File: src/rtl/brent_kung_64bit.sv
// Brent-Kung parallel-prefix adder with registered sum/cout (1-cycle latency).
// Define BK_INPUT_REG_EN to register a/b/cin in front of the prefix tree (2-cycle latency).
module brent_kung_64bit #(
    parameter int WIDTH = 64
) (
    input  logic             clk,
    input  logic             rst_n,
    input  logic [WIDTH-1:0] a,
    input  logic [WIDTH-1:0] b,
    input  logic             cin,
    output logic [WIDTH-1:0] sum,
    output logic             cout
);

    localparam int LEVELS = $clog2(WIDTH);

    logic [WIDTH-1:0] op_a;
    logic [WIDTH-1:0] op_b;
    logic             op_cin;

`ifdef BK_INPUT_REG_EN
    always_ff @(posedge clk) begin
        if (!rst_n) begin
            op_a   <= '0;
            op_b   <= '0;
            op_cin <= 1'b0;
        end else begin
            op_a   <= a;
            op_b   <= b;
            op_cin <= cin;
        end
    end
`else
    assign op_a   = a;
    assign op_b   = b;
    assign op_cin = cin;
`endif

    logic [WIDTH-1:0] p_bit;
    logic [WIDTH-1:0] g_bit;
    logic [WIDTH-1:0] carry;
    logic [WIDTH-1:0] sum_next;
    logic             unused_p;

    assign p_bit = op_a ^ op_b;
    assign g_bit = op_a & op_b;

    // Up-sweep: level k merges each node at 2^k-1 spacing with the node 2^(k-1) below it.
    for (genvar k = 0; k <= LEVELS; k++) begin : up
        logic [WIDTH-1:0] g;
        logic [WIDTH-1:0] p;
        if (k == 0) begin : leaf
            assign g = {g_bit[WIDTH-1:1], g_bit[0] | (p_bit[0] & op_cin)};
            assign p = p_bit;
        end else begin : lvl
            localparam int SPAN = 1 << k;
            localparam int HALF = SPAN / 2;
            for (genvar i = 0; i < WIDTH; i++) begin : node
                if (((i + 1) % SPAN) == 0) begin : merge
                    assign g[i] = up[k-1].g[i] | (up[k-1].p[i] & up[k-1].g[i-HALF]);
                    assign p[i] = up[k-1].p[i] & up[k-1].p[i-HALF];
                end else begin : pass
                    assign g[i] = up[k-1].g[i];
                    assign p[i] = up[k-1].p[i];
                end
            end
        end
    end

    // Down-sweep: fill i = j + 2^(k-1) from completed prefix j, descending k.
    // Node i still holds its up-sweep group [i:j+1], so its propagate comes from the last up level.
    for (genvar s = 0; s < LEVELS; s++) begin : dn
        logic [WIDTH-1:0] g;
        if (s == 0) begin : seed
            assign g = up[LEVELS].g;
        end else begin : lvl
            localparam int K    = LEVELS - s;
            localparam int SPAN = 1 << K;
            localparam int HALF = SPAN / 2;
            for (genvar i = 0; i < WIDTH; i++) begin : node
                localparam int J = i - HALF;
                if ((J >= SPAN - 1) && (((J + 1) % SPAN) == 0)) begin : fill
                    assign g[i] = dn[s-1].g[i] | (up[LEVELS].p[i] & dn[s-1].g[J]);
                end else begin : pass
                    assign g[i] = dn[s-1].g[i];
                end
            end
        end
    end

    assign carry    = dn[LEVELS-1].g;
    assign sum_next = p_bit ^ {carry[WIDTH-2:0], op_cin};
    assign unused_p = ^up[LEVELS].p;

    always_ff @(posedge clk) begin
        if (!rst_n) begin
            sum  <= '0;
            cout <= 1'b0;
        end else begin
            sum  <= sum_next;
            cout <= carry[WIDTH-1];
        end
    end

endmodule

File: config.mk
export PLATFORM = sky130hd
export DESIGN_NAME = brent_kung_64bit
export DESIGN_NICKNAME = d
export VERILOG_FILES = /design/src/rtl/brent_kung_64bit.sv
export SDC_FILE = /design/constraint.sdc
export NUM_CORES = 1
export LEC_CHECK = 0
export BUFFER_PORTS_ARGS = -buffer_cell sky130_fd_sc_hd__buf_2
export CORE_AREA = 2 2 124 90
export DETAILED_ROUTE_END_ITERATION = 6
export DIE_AREA = 0 0 126 92
export GPL_TIMING_DRIVEN = 0
export HOLD_SLACK_MARGIN = 0.12
export PLACE_DENSITY = 0.77
export SKIP_LAST_GASP = 1
export SLEW_MARGIN = 30
export SYNTH_ARGS = -nofsm -noshare
export SYNTH_HDL_FRONTEND = slang
export SYNTH_SLANG_ARGS = --single-unit
export TNS_END_PERCENT = 30
File: constraint.sdc
create_clock -name clk -period 3.58 [get_ports clk]
set_input_delay 0.716 -clock clk [delete_from_list [all_inputs] [get_ports clk]]
set_output_delay 0.716 -clock clk [all_outputs]
set_load 0.005 [all_outputs]
==> results of run 1 <==
## repair_timing
item	CTS	global route
setup endpoints to repair	4	27
pin swaps	11	16
buffers inserted	6	3
resized for setup	6	14
## metrics by stage
stage	cell area (µm²)	utilization (%)	power, mW	setup TNS (ns)
after CTS	5981	56.58	2.469	-0.5274
after global routing	6052	57.26	2.608	-0.8539
after floorplan	4473	-	1.267	0
final	6052	57.26	2.462	0
after detailed placement	5614	53.11	1.566	-7.978
after global placement	5614	53.11	1.527	-5.430
## placed cells by master (no fill, tap or decap), drive strengths merged, types with 4 or more instances in the layout
cell type	instances
and2	56
nor3	4
xnor2	9
o21a	4
ha	62
inv	31
dfxtp	65
fa	33
nor2	4
o211ai	7
a21oi	27
xor2	22
nand4	8
nand3	4
nor2b	14
nand2	14
a21o	19
o21ai	15
buf	203
clkbuf	18
## worst paths after layout
path | from | to | slack, ns
setup / recovery | b[0] | sum[46]$_SDFF_PN0_ | 0.005
hold / removal | b[44] | sum[44]$_SDFF_PN0_ | 0.78
## cell families after synthesis
logic type / after synthesis
AOI/OAI and AO/OA: 88
xor gates and xnor gates: 31
buffers and inverters: 38
adders and majority gates: 95
DFF: 65
and+or+nand+nor: 117
## cell type report
cell class / instances / area [µm²]
plain buffers: 7 / 26.28
clock buffers: 11 / 242.7
clock inverters: 5 / 55.05
fillers: 947 / 4518
inverters: 31 / 116.4
multi-input cells: 331 / 3083
flip-flops and latches: 65 / 1301
well taps: 136 / 170.2
repair buffers: 203 / 1057
## metal layers
layer  track usage, %  wire (µm)  vias to the layer above
met5                0          0                        -
met4            6.319        168                        0
met3            6.184        863                       17
met2            37.01       5933                      137
met1            24.02       4854                     1837
li1                 -          -                     1918
## power breakdown
part           switching (mW)  leakage [nW]  internal, mW
combinational           0.356          2.43         0.367
sequential             0.0260         0.542         0.826
clock                   0.331         0.142         0.556
total                   0.713          3.11          1.75
## state kept, by name (all words and copies together), names as in the netlist
name / flops
sum: 64
cout: 1
==> results summary, run 1 <==
The routability-driven placement congestion ratio is 0.8221. The post-synthesis share of cell area spent on full adders, half adders and majority gates is 32.11%. The multiplexer share of the synthesized area came out at 0%.

The synthesized-area fraction occupied by xor and xnor cells is 6.070%. The run finished with clean final reports. The peak ir drop on the vdd network is 0.2282 mV. The largest stage delay on the critical path came out at 0.41 ns. The remaining number of nets flagged by the antenna check after routing came out at 0. The combinational family with the most area after synthesis is adder cells. The logic depth of the worst setup path including buffers came out at 15. The sequential element share of the synthesized area is 29.09%.

The sum of net half-perimeters after detailed placement came out at 9781 µm. The effective utilization at floorplan came out at 42.32%. Setup repair after global routing could not meet its margin everywhere. The final hold violation count is 0.

The synthesized design contains 65 register bits. The post-synthesis to final-layout area growth came out at 35.30%. The number of library cell types mapped by synthesis is 45.

Of the post-synthesis cell area, the dominant cell type holds 29.09%. Among all stages on the critical path, the largest delay is contributed by fa_1. The number of instances in the placed design came out at 764. The CTS clock-pin slew for the worst setup and hold paths is 0.06 ns. The transition at the pin with the smallest max-transition slack came out at 0.6016 ns. Of all nets on the critical path, the largest fanout is 4. The share of layout cells above drive strength 1 is 37.98%.

In this run the tool buffered the top-level ports with 194 buffer cells. The count of final max-slew check failures is 0. The number of remaining DRC errors came out at 0. Ranked by instance count, the synthesized netlist is headed by dfxtp_1, ha_1, and2_1, fa_1, inv_1.

The post-synthesis net count is 660. The smallest hold slack came out at 0.7802 ns. The maximum clock rate is 279.7 MHz. The root buffer cell chosen for the clock tree is clkbuf_16. Dividing the detail-routed wire length by the instance count gives 14.98 µm. Yosys printed 0 warnings. In this run the deepest clock path goes through 2 buffers. The H-tree generated during clock tree synthesis spans 3 levels.

The final period demand of the worst path came out at 3.575 ns. Max-cap violations in this run came to 0. The final cell count without fillers is 789.

Summing the areas of all and, or, nand and nor instances in the mapped netlist gives 15.50% of the synthesized area. The synthesized instance count is 434. At the placement stage, the worst setup path has a slack of -0.6463 ns.

The number of CTS-inserted buffers is 9. The number of clock sinks is 65. The worst hold path cell count came out at 3. The hold-fix buffer count after cts is 0. The compound-cell area share of the yosys netlist is 14.04%.

The via-per-instance ratio is 4.954. The gate family responsible for the most delay along the worst path is compound AO/OA/AOI/OAI gates. The worst hold path belongs to the class input pin to register. Walking the worst path, the cells encountered are buf_6, inv_2, fa_2, inv_2, fa_2, a211oi_4, o211ai_2, nand3_2, a2111oi_4, buf_4, o211ai_1, o31ai_2, a31o_1, fa_1, and2_1.

The total core area came out at 10,570 µm². In the synthesized netlist the dominant register cell turns out to be dfxtp_1. The worst setup path is launched from an input pin. The largest total area in the synthesized netlist belongs to dfxtp_1. The die height came out at 92 µm. The via count of the first global-routing pass came to 4,215. The floorplan step defined a die boundary enclosing 11,590 µm². The first global-routing pass estimated 19,160 µm of wire.

The worst path meets setup with 0.004560 ns of slack. The count of routing violations after the opening detailed-route iteration came out at 78. The leakage power summed over all cells is 3.114 nW.

The largest net degree at the start of global routing came out at 12. The ratio of total power to cell area is 406.8 nW/µm². The netlist area before placement is 4473 µm². The number of vias after detailed routing came out at 3,909. The synthesized area divided by synthesized cell count is 10.31 µm². After floorplanning, the core was divided into 32 placement rows. The ratio of final minimum period to clock period is 99.87%. Global routing used 20.73% of the available tracks across all layers. dfxtp_1 is the most common cell in the netlist. The worst setup path is captured at a register. The clock tree from TritonCTS is done. In the final design database the tool counted 874 nets.

Headroom to the max-slew limit came out at 59.89%. The setup-violating endpoint count in the final report came out at 0. The I/O pin total came out at 196.

The total wire length came out at 11,820 µm. The overall die width is 126 µm. Yosys attributes the largest share of cell area to dfxtp_1, ha_1, fa_1.

The number of antenna violations at the first check in global routing is 0. The count of flip-flops with a built-in enable after synthesis came out at 0. The endpoint arrival time on the critical path came out at 3.80 ns. The first TritonRoute pass finished after 4 iterations. The critical path is of the input pin to register type. The sum of overflow across all layers after global routing is 0. The number of buffer and inverter stages on the critical path is 4. The async set-or-reset flop fraction in the synthesized netlist is 0%.

The data required time at the worst endpoint came out at 3.81 ns. The number of diodes added for antenna fixing is 0.
No activity file was read; power rests on OpenSTA's default activity.
==> run 2, diff against run 1 <==
clock period = 3.1 ns   (was 3.58 ns; I/O delays follow)
==> run 2 against run 1 <==
Against the previous run:
- the run now ends with setup timing left
- core utilization up 0.78 points
- routed wire length down 4.9%
- global-route usage down 1.0 points
- power up 19%
- critical endpoint is now sum[62]$_SDFF_PN0_
- largest power group unchanged
==> results summary, run 2 (same netlist as run 1, synthesis figures left out) <==
The flow ran to the end, but the final reports show violations. The final reports fail on setup timing. The smallest clock period supported by the final layout is computed as 3.486 ns. The top cell types in the final layout, fill and taps aside, are buf_2, dfxtp_1, ha_1. The switching power is 0.8006 mW. The congestion estimate from routability-driven global placement came to 0.8486.

The normalized max-slew margin is 58.91%. The clock passes through at most 2 buffers. The met2 usage in global routing came out at 34.01%. The largest driver fanout on the critical path came out at 3. The final worst setup slack is -0.3863 ns.

The number of antenna violations at the first check in global routing is 1. The share of layout cells above drive strength 1 is 39.05%. The tree is rooted in a clkbuf_16. The number of instances in the placed design came out at 764.

The final hold violation count came to 0. The final route contains 3,887 vias. The data required time at the worst endpoint is 3.32 ns. In this run the remaining antenna-violating nets after routing total 0. Setup repair after global routing could not meet its margin everywhere. The most used routing layer is met2. The peak ir drop on the vdd network is 0.2365 mV. The maximum clock rate is 286.8 MHz.

Dividing the final minimum period by the clock period gives 112.5%. The design draws 2.929 mW. sum holds more flip-flops than any other register. The worst hold path cell count came out at 3. The critical path startpoint category is an input pin. The count of routing violations after the opening detailed-route iteration came out at 98. The endpoint type of the worst setup path is a register.

The sum of net half-perimeters after detailed placement came out at 9442 µm. The internal power came out at 2.128 mW. The smallest hold slack is 0.6809 ns.

The count of final max-slew check failures came out at 0. The post-synthesis to final-layout area growth came out at 37.15%. The hold-fix buffer count after cts is 0. The met1 usage is 22.99%. The via-per-instance ratio came out at 4.920. Power spread over the standard cell area amounts to 477.4 nW/µm². TritonCTS built the clock tree. The leakage power summed over all cells is 3.138 nW. The endpoint arrival time on the critical path is 3.71 ns. The via count of the first global-routing pass is 4,071. The total routing resource utilization after global routing came out at 19.68%.

The critical path class is input pin to register. The post-route core utilization is 58.04%. The overall die width came out at 126 µm. The CTS clock-pin slew for the worst setup and hold paths came out at 0.05 ns.

Entering global routing, the biggest net connects 12 pins. The number of CTS-inserted buffers came out at 9. The transition at the pin with the smallest max-transition slack came out at 0.6164 ns. The proportion of power drawn by the clock network is 37.8%. The die height is 92 µm. The finished layout holds 790 standard cells, fillers aside. The effective utilization at floorplan is 42.32%.

The setup-violating endpoint count in the final report is 32. The H-tree was split into 3 levels. Input and output buffers added on the ports amount to 194.

The global routing usage on met3 came out at 5.893%. In the final layout, the registers with the most flip-flops are sum: 64 flops, cout: 1 flops. Leaving out fill and tap cells, the most frequent cell in the layout is buf_2. The number of detailed-route iterations in the first pass is 4. The number of placement rows is 32. The area enclosed by the die boundary is 11,590 µm².

Counting every sink on the clock net gives 65. The sum of overflow across all layers after global routing came out at 0. The total core area is 10,570 µm². The routed length per instance came out at 14.23 µm. The combinational fraction of design power is 28.7%.

The global-route wire length before repair is 18,330 µm. The portion of total power attributed to sequential cells came out at 33.5%. The I/O pin total is 196. Max-cap violations in this run came to 0. The total wire length is 11,240 µm. The path class of the tightest hold or removal check is input pin to register. Of the total power, the share spent switching nets is 27.34%. The flip-flop count of the largest register, all copies and words added is 64.

The start point of the worst hold path is b[46]. The final layout contains 874 nets. Tracing the worst setup path back leads to its startpoint at a[0]. The number of remaining DRC errors is 0.
[run 2: path summary, 6_finish.rpt]
path	to	slack, ns
max	sum[62]$_SDFF_PN0_	-0.39
min	sum[46]$_SDFF_PN0_	0.68
[run 2: area by class of cell]
class	instances	area [µm²]
fill	939	4436
antenna	1	2.502
clock buffer	11	252.7
tap	136	170.2
timing repair buffer	203	1061
sequential	65	1301
buffer	7	26.28
multi-input combinational	331	3117
inverter	31	126.4
clock inverter	5	77.57
[run 2: metal layers]
layer / routed length (µm) / share of wire, % / up-vias
met4: 266 / 2.4 / 0
met3: 828 / 7.4 / 29
li1: - / - / 1917
met2: 5476 / 49 / 157
met5: 0 / 0 / -
met1: 4669 / 42 / 1784
[run 2: repair_timing]
item	in CTS	in global routing
pin swaps	7	5
endpoints found under the setup margin	30	36
setup buffers	5	4
resized for setup	15	12
[run 2: worst max-delay path, cell delays in order]
cell,delay (ns)
buf_8,0.08
inv_8,0.02
fa_2,0.37
inv_2,0.06
fa_2,0.23
a211oi_4,0.08
o211ai_2,0.21
nand3_2,0.15
a2111oi_4,0.40
o2111ai_2,0.21
a2111oi_4,0.36
or2_1,0.18
a21bo_1,0.14
fa_2,0.42
and2_1,0.16
[run 2: through the flow]
step / area [µm²] / TNS (ns) / setup slack (ns)
floorplan: 4486 / -1.488 / -0.2570
global placement: 5627 / -16.76 / -0.8061
detailed placement: 5627 / -18.73 / -0.8367
CTS: 6051 / -6.138 / -0.3986
global route: 6135 / -10.94 / -0.5234
finish: 6135 / -5.929 / -0.3863
[run 2: power groups by stage]
stage               Sequential (mW)  Clock, mW  Combinational, mW
finish                        0.981       1.11              0.840
global route                  0.991       1.16              0.953
CTS                           0.982       1.13              0.827
detailed placement            0.999          0              0.804
global placement              0.997          0              0.767
floorplan                      1.02          0              0.447
